--- config.mk ---
export PLATFORM = sky130hd
export DESIGN_NAME = exec_conditioner
export DESIGN_NICKNAME = d
export VERILOG_FILES = /design/src/rtl/exec_conditioner.sv
export SDC_FILE = /design/constraint.sdc
export NUM_CORES = 1
export LEC_CHECK = 0
export CAP_MARGIN = 20
export CORE_ASPECT_RATIO = 1.1
export CORE_MARGIN = 8
export CORE_UTILIZATION = 55
export CTS_CLUSTER_SIZE = 20
export DETAILED_ROUTE_END_ITERATION = 12
export PLACE_DENSITY_LB_ADDON = 0.12
export SYNTH_ARGS = -nofsm -noshare
export SYNTH_HDL_FRONTEND = slang
export SYNTH_SLANG_ARGS = --single-unit
--- constraint.sdc ---
create_clock -name clock -period 2.2 [get_ports clock]
set_input_delay 0.33 -clock clock [delete_from_list [all_inputs] [get_ports clock]]
set_output_delay 0.33 -clock clock [all_outputs]
set_load 0.01 [all_outputs]
--- src/rtl/exec_conditioner.sv ---
// exec_conditioner: synchronizes and debounces the raw exec push-button,
// producing a one-cycle exec strobe, a debounced level, run toggle and press count.
module exec_conditioner #(
    parameter int unsigned DEBOUNCE_LIMIT = 50000,
    parameter int unsigned CNT_WIDTH      = 16,
    parameter bit          ACTIVE_LOW     = 1'b1
) (
    input  logic       clock,
    input  logic       reset,
    input  logic       exec_in,
    output logic       exec_pulse,
    output logic       exec_level,
    output logic       run,
    output logic [7:0] press_count
);

    typedef enum logic [1:0] {
        RELEASED,
        PRESS_WAIT,
        PRESSED,
        RELEASE_WAIT
    } state_t;

    localparam logic                 RAW_RELEASED = ACTIVE_LOW;
    localparam logic [CNT_WIDTH-1:0] CNT_LAST     = CNT_WIDTH'(DEBOUNCE_LIMIT - 1);
    localparam logic [CNT_WIDTH-1:0] CNT_ONE      = CNT_WIDTH'(1);

    logic                 sync_meta;
    logic                 sync_q;
    logic                 pressed;
    state_t               state_q;
    state_t               state_d;
    logic [CNT_WIDTH-1:0] cnt_q;
    logic [CNT_WIDTH-1:0] cnt_d;
    logic                 accept;

    // Reset preloads the released level so a held button looks like a fresh press.
    always_ff @(posedge clock) begin
        if (reset) begin
            sync_meta <= RAW_RELEASED;
            sync_q    <= RAW_RELEASED;
        end else begin
            sync_meta <= exec_in;
            sync_q    <= sync_meta;
        end
    end

    assign pressed = sync_q ^ ACTIVE_LOW;

    always_ff @(posedge clock) begin
        if (reset) begin
            state_q <= RELEASED;
            cnt_q   <= '0;
        end else begin
            state_q <= state_d;
            cnt_q   <= cnt_d;
        end
    end

    always_comb begin
        state_d = state_q;
        cnt_d   = cnt_q;
        accept  = 1'b0;
        unique case (state_q)
            RELEASED: begin
                cnt_d = '0;
                if (pressed) begin
                    state_d = PRESS_WAIT;
                end
            end
            PRESS_WAIT: begin
                if (!pressed) begin
                    state_d = RELEASED;
                    cnt_d   = '0;
                end else if (cnt_q == CNT_LAST) begin
                    state_d = PRESSED;
                    cnt_d   = '0;
                    accept  = 1'b1;
                end else begin
                    cnt_d = cnt_q + CNT_ONE;
                end
            end
            PRESSED: begin
                cnt_d = '0;
                if (!pressed) begin
                    state_d = RELEASE_WAIT;
                end
            end
            RELEASE_WAIT: begin
                if (pressed) begin
                    state_d = PRESSED;
                    cnt_d   = '0;
                end else if (cnt_q == CNT_LAST) begin
                    state_d = RELEASED;
                    cnt_d   = '0;
                end else begin
                    cnt_d = cnt_q + CNT_ONE;
                end
            end
            default: begin
                state_d = RELEASED;
                cnt_d   = '0;
            end
        endcase
    end

    // Only the debounced press edge strobes; bounce returns into PRESSED do not.
    always_ff @(posedge clock) begin
        if (reset) begin
            exec_pulse  <= 1'b0;
            run         <= 1'b0;
            press_count <= '0;
        end else begin
            exec_pulse <= accept;
            if (accept) begin
                run         <= ~run;
                press_count <= press_count + 8'd1;
            end
        end
    end

    assign exec_level = (state_q == PRESSED) || (state_q == RELEASE_WAIT);

endmodule

==> qor.csv <==
stage,metric,value,unit
sta,final setup margin,0.2441,ns
run_status,status,"complete, no violations",
worst_setup_path,r2r endpoint,press_count[3]$_SDFFE_PP0P_,
hold_path,WHS Endpoint,sync_q$_SDFF_PP1_,
power,Leak,0.5306,nW
synthesis,ranking of synthesized cells by area,"dfxtp_1 44%, xnor2_1 6.4%, nor2_1 4.4%",
die,height of the die,68.49,microns
worst_setup_path,"CP delay by family, top",simple AND/OR/NAND/NOR gates,
finish,Nets,175,
clocking,worst skew pair latency,0.32,ns
sta,Final setup viols,0,
synthesis,"area leader, netlist",dfxtp_1,
synthesis,Synth async-reset ratio,0,%
die,Site Rows,19,
finish,Diodes inserted,0,
placed_design,hpwl dp,2039,microns
sta,clock skew,0.004077,ns
sta,Max Clock Freq,511.3,MHz
synthesis,Mean Syn Cell Area,9.063,sq um
placed_design,Placement Setup Slack,0.1147,ns
sta,period utilisation layout,88.91,%
finish,fillcell total,214,
die,Initial Utilization,56.26,%
routing,drt pass-1 iters,4,
worst_setup_path,r2r worst-path depth,5,
worst_setup_path,Worst EP required,2.46,ns
synthesis,synth warn,0,
die,Die Wd,63.72,microns
routing,drt wl/cell,14.07,microns
clocking,Clock Sinks,30,
job,max cap viols,0,
clocking,# H-tree levels,2,
worst_setup_path,Worst Path Max Fanout,18,
routing,Final ANT Viol Nets,0,
synthesis,top cell type's share of synthesized area,43.60,%
synthesis,cell count after synthesis,152,
grt,initial antenna violation count,0,
worst_setup_path,Buf/Inv on CP,0,
hold_path,worst hold path type,register to register,
routing,Via-to-Cell Ratio,5.648,
synthesis,post-synthesis sequential area ratio,43.60,%
synthesis,"flops & latches, synth",30,
grt,first-pass GRT wire length,5002,microns
worst_setup_path,Crit Path Category,register to register,
synthesis,Post-synth top flop,dfxtp_1,
worst_setup_path,"Cell Chain, Critical Path","ha_1, and4_1, nand4_4, or4_1, a21oi_1",
synthesis,Yosys cell types,29,
placed_design,gp weighted congestion,0.8445,
die,Die Area,4364,sq um
placed_design,Port-buffer cells,13,
worst_setup_path,CP max-delay cell,or4_1,
sta,unrepaired setup endpoints after global routing,no,
grt,total track usage,14.31,%
power,Pwr per Cell Area,545.7,nW/um^2
routing,final WL,2800,microns
finish,Layout area overhead,16.35,%
sta,slew margin rel.,67.28,%
die,CORE AREA,2449,sq um
routing,via count,1124,
worst_setup_path,CP Launch Type,register,
clocking,"Reg clk slew, reported paths",0.08,ns
sta,Fin Setup TNS,0,ns
worst_setup_path,Worst R2R Setup Slack,0.24,ns
power,maximum VDD drop,496.1,uV
routing,starting DRC count in detailed routing,48,
worst_setup_path,worst r2r src,cnt_q[1]$_SDFF_PP0_,
clocking,clock buffer depth,2,
worst_setup_path,worst path arrival time,2.21,ns
hold_path,hold depth,1,
routing,DRC,0,
synthesis,syn_nets,158,
clocking,CTS tree,built,
die,I/O pin count,14,
grt,pin count of the biggest net entering global routing,22,
synthesis,mapped cell area,1378,sq um
synthesis,"EDFF count, synth",0,
sta,Slew @ Worst Pin,0.4896,ns
sta,final max-slew violation count,0,
sta,final hold violations,0,
sta,min Tclk post-route,1.956,ns
clocking,clk root buf,clkbuf_4,
hold_path,Hold Crit Start,sync_meta$_SDFF_PP1_,
grt,vias in the first global route,1190,
worst_setup_path,CP endpoint kind,register,
finish,share of post-route cells with drive strength above 1,10.12,%
clocking,postcts setup bufs,0,
clocking,cts bufs inserted,5,
worst_setup_path,Max stage delay on crit path,0.58,ns
grt,GR Overflow Total,0,
## cell families (layout without fill, tap and decap cells)
group                      Yosys count  count (layout)  share of synthesized area [%]
and+or+nand+nor                     70              70                          30.61
DFF                                 30              30                          43.60
AOI/OAI and AO/OA                   20              20                          9.083
xor gates and xnor gates            14              14                          8.900
buffers and inverters               14              30                          4.360
adders and majority gates            3               3                          2.725
muxes                                1               1                         0.7266
## where the power goes
group	switching [mW]	internal, mW	leakage, nW	total (mW)
clock	0.170	0.144	0.0302	0.313
sequential	0.000894	0.545	0.242	0.546
combinational	0.00896	0.00691	0.258	0.0159
## area by class of cell
type | count | area, sq um | share of cell area (%)
Timing Repair Buffer | 17 | 160.2 | 9.992
Inverter | 7 | 26.28 | 1.639
Multi-Input combinational cell | 108 | 725.7 | 45.28
Clock buffer | 6 | 51.30 | 3.201
Sequential cell | 30 | 600.6 | 37.47
Tap cell | 31 | 38.79 | 2.420
## worst reg2reg max path: stages, from the launching register on
cell and delay, ns:
dfxtp_1 0.39, ha_1 0.25, and4_1 0.26, nand4_4 0.25
or4_1 0.58, a21oi_1 0.16
## cells in the mapped netlist, types with 2 or more instances
cell / n
dfxtp_1: 30
nor2_1: 16
xnor2_1: 10
a21oi_1: 9
nand2_1: 8
nand4_1: 8
inv_1: 7
clkbuf_1: 6
o31ai_1: 6
or4_1: 6
nor3_1: 5
nor4_1: 5
and2_1: 4
and3_1: 4
nand3_1: 4
xor2_1: 4
ha_1: 3
or2_2: 3
nor4b_4: 2
o21ai_0: 2
or3_1: 2
## layer usage
layer | routed length [microns] | vias to the layer above | global-route usage (%)
li1 | - | 575 | -
met1 | 1220 | 525 | 13.68
met2 | 1426 | 20 | 26.74
met3 | 109 | 4 | 5.816
met4 | 42 | 0 | 6.964
met5 | 0 | - | 0
## worst max-delay path by stage
stage | startpoint | to | slack [ns] | cells after the start
2_1_floorplan | cnt_q[0]$_SDFF_PP0_ | press_count[5]$_SDFFE_PP0P_ | 0.45 | 6
3_3_place_gp | cnt_q[1]$_SDFF_PP0_ | press_count[6]$_SDFFE_PP0P_ | 0.23 | 5
3_5_place_dp | cnt_q[1]$_SDFF_PP0_ | press_count[3]$_SDFFE_PP0P_ | 0.11 | 5
4_1_cts | cnt_q[1]$_SDFF_PP0_ | press_count[3]$_SDFFE_PP0P_ | 0.09 | 5
5_1_grt | cnt_q[1]$_SDFF_PP0_ | press_count[5]$_SDFFE_PP0P_ | 0.08 | 5
6_report | cnt_q[1]$_SDFF_PP0_ | press_count[3]$_SDFFE_PP0P_ | 0.24 | 5
## per-stage QoR
| step | instance area, sq um | hold WS, ns | instances | power (mW) | utilization [%] |
|---|---|---|---|---|---|
| floorplan | 1378 | 0.3925 | 152 | 0.5670 | - |
| global placement | 1543 | 0.3943 | 193 | 0.5738 | 63.00 |
| detailed placement | 1543 | 0.3989 | 193 | 0.5743 | 63.00 |
| CTS | 1594 | 0.4202 | 199 | 0.8874 | 65.10 |
| global route | 1603 | 0.4390 | 199 | 0.9181 | 65.46 |
| finish | 1603 | 0.4162 | 199 | 0.8746 | 65.46 |
## registers in the layout (all words and copies together), names as in the netlist, named ones only
name	cells
cnt_q	16
exec_pulse	1
press_count	8
run	1
state_q	1
sync_meta	1
sync_q	1
## timing repair
item / 4_1_cts / 5_1_grt
hold buffers: 0 / 0
hold endpoints to repair: 0 / 0
endpoints found under the setup margin: 0 / 6
resized for setup: 0 / 1
## cell usage in the layout, fill, tap and decap left out, types with 4 or more instances in the layout
master / netlist / routed
o31ai_1: 6 / 6
xor2_1: 4 / 4
a21oi_1: 9 / 9
dfxtp_1: 30 / 30
nor3_1: 5 / 5
nand3_1: 4 / 4
nor2_1: 16 / 16
and2_1: 4 / 4
nor4_1: 5 / 5
xnor2_1: 10 / 10
nand4_1: 8 / 8
inv_1: 7 / 7
and3_1: 4 / 4
or4_1: 6 / 6
clkdlybuf4s50_1: 0 / 13
buf_4: 0 / 4
nand2_1: 8 / 8
clkbuf_4: 0 / 5
No activity file was read; power rests on OpenSTA's default activity.
